--- src/rtl/irq_ctrl.sv ---
// irq_ctrl: fixed-priority M-mode interrupt controller; define IRQ_CTRL_LEVEL_EN for level-sensitive sources
module irq_ctrl #(
    parameter int unsigned NUM_IRQ    = 16,
    parameter logic [31:0] CAUSE_BASE = 32'h8000_0010
) (
    input  logic               clk_i,
    input  logic               rst_ni,
    input  logic               stall_i,
    input  logic               gie_i,
    input  logic [NUM_IRQ-1:0] mie_i,
    input  logic [NUM_IRQ-1:0] irq_req_i,
    input  logic               exception_i,
    input  logic               mret_i,
    output logic               irq_o,
    output logic [31:0]        irq_cause_o,
    output logic [NUM_IRQ-1:0] irq_ret_o,
    output logic               busy_o
);
    localparam int unsigned IW = NUM_IRQ > 1 ? $clog2(NUM_IRQ) : 1;
    typedef enum logic [1:0] {IDLE, TRAP, SERVICE, EXC} state_t;
    state_t state_q, state_d;
    logic [IW-1:0] idx_q, idx_d, win;
    logic [NUM_IRQ-1:0] eligible, onehot;
    assign onehot = NUM_IRQ'(1) << idx_q;
`ifdef IRQ_CTRL_LEVEL_EN
    assign eligible = gie_i ? irq_req_i & mie_i : '0;
`else
    logic [NUM_IRQ-1:0] req_q, pending_q, clr;
    assign eligible = gie_i ? pending_q & mie_i : '0;
    assign clr = (state_q == TRAP && !stall_i) ? onehot : '0;
    // a new edge in the clearing cycle survives because the set term is ORed last
    always_ff @(posedge clk_i or negedge rst_ni) begin
        if (!rst_ni) begin
            req_q     <= '0;
            pending_q <= '0;
        end else begin
            req_q     <= irq_req_i;
            pending_q <= (pending_q & ~clr) | (irq_req_i & ~req_q);
        end
    end
`endif
    always_comb begin
        win = '0;
        for (int i = int'(NUM_IRQ) - 1; i >= 0; i--)
            if (eligible[i]) win = IW'(i);
    end
    always_ff @(posedge clk_i or negedge rst_ni) begin
        if (!rst_ni) begin
            state_q <= IDLE;
            idx_q   <= '0;
        end else begin
            state_q <= state_d;
            idx_q   <= idx_d;
        end
    end
    always_comb begin
        state_d   = state_q;
        idx_d     = idx_q;
        irq_ret_o = '0;
        case (state_q)
            IDLE: if (!stall_i) begin
                if (exception_i) state_d = EXC;
                else if (|eligible) begin
                    state_d = TRAP;
                    idx_d   = win;
                end
            end
            TRAP: if (!stall_i) state_d = SERVICE;
            SERVICE: if (mret_i && !stall_i) begin
                state_d   = IDLE;
                irq_ret_o = onehot;
            end
            default: if (mret_i && !stall_i) state_d = IDLE;
        endcase
    end
    assign irq_o       = state_q == TRAP;
    assign busy_o      = state_q != IDLE;
    assign irq_cause_o = CAUSE_BASE + 32'(idx_q);
endmodule

--- config.mk ---
export PLATFORM = sky130hd
export DESIGN_NAME = irq_ctrl
export DESIGN_NICKNAME = d
export VERILOG_FILES = /design/src/rtl/irq_ctrl.sv
export SDC_FILE = /design/constraint.sdc
export NUM_CORES = 1
export LEC_CHECK = 0
export CAP_MARGIN = 40
export CORE_ASPECT_RATIO = 0.5
export CORE_MARGIN = 2
export CORE_UTILIZATION = 39
export CTS_BUF_LIST = sky130_fd_sc_hd__clkbuf_2 sky130_fd_sc_hd__clkbuf_4 sky130_fd_sc_hd__clkbuf_8
export DETAILED_ROUTE_END_ITERATION = 8
export PLACE_DENSITY_LB_ADDON = 0.05
export REMOVE_ABC_BUFFERS = 1
export SLEW_MARGIN = 20
export SYNTH_ARGS = -nofsm -noshare
export SYNTH_HDL_FRONTEND = slang
export SYNTH_SLANG_ARGS = --single-unit
--- constraint.sdc ---
create_clock -name clk_i -period 1.46 [get_ports clk_i]
set_input_delay 0.292 -clock clk_i [delete_from_list [all_inputs] [get_ports clk_i]]
set_output_delay 0.292 -clock clk_i [all_outputs]
set_load 0.02 [all_outputs]
Word-level counts from Yosys, hierarchy flattened --
Index checks and enable logic that the tools add are counted. Widths: inputs -> output; s select.
Word-level totals: output and inout port bits 50, bits of input ports 38, register bits after elaboration 38
Cells by class: shift operators 1, equal/unequal tests 5, bitwise gates (word level) 8, reduce and logical (&&, ||, !) cells 9, multiplexer cells 26, add/sub/neg operators 1
Operators by type and width (count):
- $mux 16 | 4
- $mux 4 | 16
- $and 16x16->16 | 3
- $add 32x4->32 const A | 1
- $not 16->16 | 2
- $or 16x16->16 | 1
- $reduce_or 16->1 | 1
- $shl 1x4->16 const A | 1
- $mux 2 | 5
- $reduce_and 4->1 | 2
- $ne 2x2->1 const B | 2
- $pmux 2 s2 | 1
- $ne 3x3->1 const B | 1
- $reduce_bool 3->1 | 1
- $eq 2x1->1 const B | 1
- $eq 2x2->1 const B | 1
- $logic_and 1x1->1 | 2
- $logic_not 2->1 | 1
- $not 1->1 | 2
- $reduce_bool 2->1 | 1
- $logic_not 1->1 | 1

Depth between registers and ports, before layout --
depth in word-level cells 18, depth in mapped cells 5, gate-level depth less buffers 5

Least setup slack after synthesis --
OpenSTA, ideal clock, no wires.
kind register to output, from register idx_q[1], to output irq_ret_o[0], stages on the path, launching flop included 4, required time 1168 ps, arrival 1491 ps, buffers on the path 0, slack -323 ps, cells stage by stage dfrtp_1 -> or2_2 -> nand2b_1 -> nor3_1
On the way: word-level cells in the longest chain between the ends 3
RTL lines:
- from (decl) | line 22 | logic [IW-1:0] idx_q, idx_d, win;
- from (signal assigned) | line 53 | idx_q <= idx_d;
- $shl 1x4->16 | line 24 | assign onehot = NUM_IRQ'(1) << idx_q;
- $mux 16 | line 69 | SERVICE: if (mret_i && !stall_i) begin
- $mux 16 | line 60 | case (state_q)
- to (decl) | line 16 | output logic [NUM_IRQ-1:0] irq_ret_o,
No other way between the ends.

Worst setup path in the final report --
from register state_q[0], to output irq_ret_o[10]
On the way: word-level cells in the longest chain between the ends 2
RTL lines:
- from (decl) | line 21 | state_t state_q, state_d;
- from (signal assigned) | line 52 | state_q <= state_d;
- $eq 2x2->1 | line 60
- $mux 16 | line 60
No other way between the ends.

==> impl_metrics.csv <==
group,metric,value,unit
timing,hold_violations,0,
cts,cts_htree_levels,2,
grt,grt_pass1_wl,8252,µm
floorplanning,initial_utilization,40.76,%
cells_and_area,flow.area_growth_from_synthesis,67.22,%
drt,drt_first_iter_violations,63,
power_and_ir_drop,power_density,1327,mW/mm²
cts,tritoncts_clock_tree,"built",
cells_and_area,design.final.nets,363,
logic_synthesis,post_synth_inst_count,215,
placement,placed_cells,380,
floorplanning,coreArea,0.004955,mm²
logic_synthesis,synth_sequential_area_ratio,47.09,%
grt,grt_usage,19.26,%
flow_run,timing.max_cap.violations,0,
drt,remaining_design_rule_violation_count,0,
logic_synthesis,synthDominantAreaCellType,"sky130_fd_sc_hd__dfrtp_1",
cells_and_area,final_layout_size_suffix_gt1_share,42.46,%
timing,layout_worst_path_cycle_share,123.6,%
grt,grt_antenna_before_repair,0,
cts,clkSinkCount,38,
drt,dr_vias_cell,4.673,
timing,postLayoutSetupSlackWorst,-344.6,ps
cts,cts.clk_slew.worst_paths,80,ps
critical_path,worst-endpoint-required,1170,ps
grt,grt.overflow.total,0,
placement,gp_routability_congestion,0.7818,
critical_path,timing.critical_path.to_type,"output port",
critical_path,worst_path_largest_cell_delay,400,ps
worst_hold_path,timing.hold.worst.class,"input port to async pin",
run_status,failed_checks,"negative setup slack",
critical_path,critical_path.slowest_cell,"sky130_fd_sc_hd__dfrtp_1",
floorplanning,die_area,0.005804,mm²
cells_and_area,final-instance-count-excl-fill,395,
floorplanning,io_pins,88,
logic_synthesis,synth.ff_latch_count,38,
cts,clock_tree.root_cell,"sky130_fd_sc_hd__clkbuf_8",
critical_path,startpoint_type,"register",
drt,avgRoutedWirePerCell,13.90,µm
timing,finalCriticalPeriod,1805,ps
placement,port-buffer-count,59,
cts,cts_inserted_buffers,5,
floorplanning,rows,18,
critical_path,critical-path-top-cell-by-count,"sky130_fd_sc_hd__buf_4",
logic_synthesis,post_synth_instance_area,0.002019,mm²
drt,drt.antenna.violating_nets,0,
drt,route.vias.total,1846,
logic_synthesis,yosysUniqueCellTypes,37,
grt,grt_start_max_net_pins,39,
critical_path,cp_max_fo,4,
critical_path,worstPathCellList,"nor4b_2 -> buf_4 -> nand3_4 -> nor3_2 -> buf_4",
logic_synthesis,synth.avg_cell_area,9.393,µm²
grt,grt_pass1_vias,1700,
timing,report.final.slew_viol_count,0,
timing,final-setup-viol-count,24,
power_and_ir_drop,irDropWorstVdd,0.0006636,V
critical_path,critical_path_class,"register to output port",
logic_synthesis,synth_top_area_cells,"sky130_fd_sc_hd__dfrtp_1 47%, sky130_fd_sc_hd__buf_4 10%, sky130_fd_sc_hd__o21ai_1 4.7%, sky130_fd_sc_hd__o21ai_0 3.5%, sky130_fd_sc_hd__inv_1 3.3%",
cts,cts-root-to-sink-buffers,2,
run_status,status,"finished with violations",
logic_synthesis,synth_top_area_share,47.09,%
cells_and_area,antenna_cells,0,
floorplanning,die_boundary_width,105.8,µm
timing,timing.clock.skew,8.498,ps
timing,rsz_0062_raised_after_global_routing,"yes",
floorplanning,die_height,54.88,µm
cts,clk_latency,290,ps
placement,place_hpwl,4049,µm
power_and_ir_drop,power_leakage,1.533,nW
drt,routed_wl,5492,µm
critical_path,worst_ep_arrival_time,1510,ps
logic_synthesis,yosys_warnings,0,
drt,dr.pass1.iters,4,
cells_and_area,layout.core_utilization,68.16,%
timing,max_freq,0.5541,GHz
## critical path, delay by kind of cell (launching register included)
family        cells  cell delay, ps
flops             1             400
simple gates      3             470
buf+inv           2             370
## per-stage QoR
step | TNS [ps] | power, mW | hold slack (ps) | cell area, µm² | worst slack [ps]
floorplan | -2275 | 2.045 | -3.591 | 1897 | -323.0
global placement | -21190 | 2.947 | 394.9 | 2888 | -933.3
detailed placement | -21780 | 2.975 | 399.4 | 2888 | -965.9
CTS | -5340 | 4.236 | 372.1 | 3161 | -353.7
global route | -7034 | 4.726 | 396.2 | 3377 | -424.0
finish | -5012 | 4.481 | 367.6 | 3377 | -344.6
## sequential cells by signal (all words and copies together) (netlist names)
signal / count
idx_q: 4
req_q: 16
state_q: 2
pending_q: 16
## layout by cell type (no fill, tap or decap), types with 3 or more instances in the layout
master                            synthesis  final
sky130_fd_sc_hd__conb_1                   2     28
sky130_fd_sc_hd__buf_6                    0     17
sky130_fd_sc_hd__buf_4                   28     50
sky130_fd_sc_hd__nor2_4                   0      8
sky130_fd_sc_hd__clkbuf_8                 0      6
sky130_fd_sc_hd__o21ai_1                 19     17
sky130_fd_sc_hd__dfrtp_1                 38     36
sky130_fd_sc_hd__inv_1                   18     17
sky130_fd_sc_hd__clkdlybuf4s50_1          0     28
sky130_fd_sc_hd__nor3_2                   0      4
sky130_fd_sc_hd__a22oi_2                  4      8
sky130_fd_sc_hd__nor3_4                   1      3
sky130_fd_sc_hd__o21ai_0                 14      5
sky130_fd_sc_hd__nand2b_4                 1      6
sky130_fd_sc_hd__a21oi_1                  5      5
sky130_fd_sc_hd__nand2_1                 17     15
sky130_fd_sc_hd__a22o_1                   3      3
sky130_fd_sc_hd__dlymetal6s2s_1           0      7
sky130_fd_sc_hd__nand2b_1                10      5
sky130_fd_sc_hd__o21ai_2                  1     11
sky130_fd_sc_hd__nor2_1                  17      8
## path summary, 6_finish.rpt
path / from / endpoint / slack (ps) / cells past startpoint
worst max-delay path: state_q[0] / irq_ret_o[10] / -340 / 5
worst min-delay path: rst_ni / req_q[13] / 370 / 2
worst max register to register: state_q[0] / idx_q[2] / -100 / 6
worst min register to register: req_q[9] / pending_q[9] / 410 / 1
max in group asynchronous: rst_ni / idx_q[0] / 880 / 2
min in group clk_i: req_q[9] / pending_q[9] / 410 / 1
## repair_timing
| item | CTS | global route |
|---|---|---|
| gates cloned | 0 | 0 |
| resized for setup | 150 | 60 |
| pin swaps | 10 | 22 |
| setup buffers | 6 | 3 |
| hold buffers | 0 | 0 |
| hold endpoints to repair | 0 | 0 |
| setup endpoints to repair | 42 | 40 |
## Yosys cell counts
library cell and instances:
sky130_fd_sc_hd__a32o_1 1, sky130_fd_sc_hd__nand3_1 4, sky130_fd_sc_hd__a211oi_2 1, sky130_fd_sc_hd__nand4_1 1, sky130_fd_sc_hd__a32oi_1 1, sky130_fd_sc_hd__o21ai_1 19
sky130_fd_sc_hd__nand3b_1 1, sky130_fd_sc_hd__o21ai_2 1, sky130_fd_sc_hd__o21ai_0 14, sky130_fd_sc_hd__o41ai_2 1, sky130_fd_sc_hd__o31ai_1 2, sky130_fd_sc_hd__or4_4 1
sky130_fd_sc_hd__inv_2 1, sky130_fd_sc_hd__nand2b_1 10, sky130_fd_sc_hd__nand2_1 17, sky130_fd_sc_hd__buf_4 28, sky130_fd_sc_hd__nor2_1 17, sky130_fd_sc_hd__or2_4 1
sky130_fd_sc_hd__o32ai_1 1, sky130_fd_sc_hd__o211ai_1 1, sky130_fd_sc_hd__a31oi_1 2, sky130_fd_sc_hd__nor3_1 6, sky130_fd_sc_hd__nand2b_4 1, sky130_fd_sc_hd__a22oi_1 4
sky130_fd_sc_hd__buf_2 2, sky130_fd_sc_hd__a31o_2 1, sky130_fd_sc_hd__a22oi_2 4, sky130_fd_sc_hd__a22o_1 3, sky130_fd_sc_hd__a41oi_2 2, sky130_fd_sc_hd__or3_1 1
sky130_fd_sc_hd__dfrtp_1 38, sky130_fd_sc_hd__nor3_4 1, sky130_fd_sc_hd__conb_1 2, sky130_fd_sc_hd__nor4b_2 1, sky130_fd_sc_hd__or2_2 1, sky130_fd_sc_hd__a21oi_1 5
sky130_fd_sc_hd__inv_1 18
## where the power goes
part           internal [mW]  total [mW]  switching [mW]
registers               1.20        1.33           0.129
logic                   1.09        2.24            1.15
clock network          0.547       0.912           0.365
total                   2.84        4.48            1.64
## logic make-up after synthesis
family / count (synthesis) / share of synthesized area, %
AO/OA/AOI/OAI: 63 / 21.69
buffers and inverters: 49 / 14.44
flip-flops: 38 / 47.09
other: 2 / 0.3719
AND/OR/NAND/NOR: 63 / 16.42
## layer usage
layer | wire, µm | vias to the layer above | track usage [%]
met5 | 0 | - | 0
met4 | 44 | 0 | 6.140
met3 | 298 | 6 | 5.476
met2 | 2531 | 61 | 31.40
met1 | 2617 | 868 | 25.44
li1 | - | 911 | -
## cell type report
type | instances | area (µm²)
clock buffers | 6 | 82.58
clock inverters | 1 | 30.03
fillers | 398 | 1578
inverters | 19 | 73.82
multi-input cells | 154 | 1162
flip-flops and latches | 38 | 953.4
well taps | 70 | 87.58
repair buffers | 107 | 987.2
(Power assumes the default switching activity.)
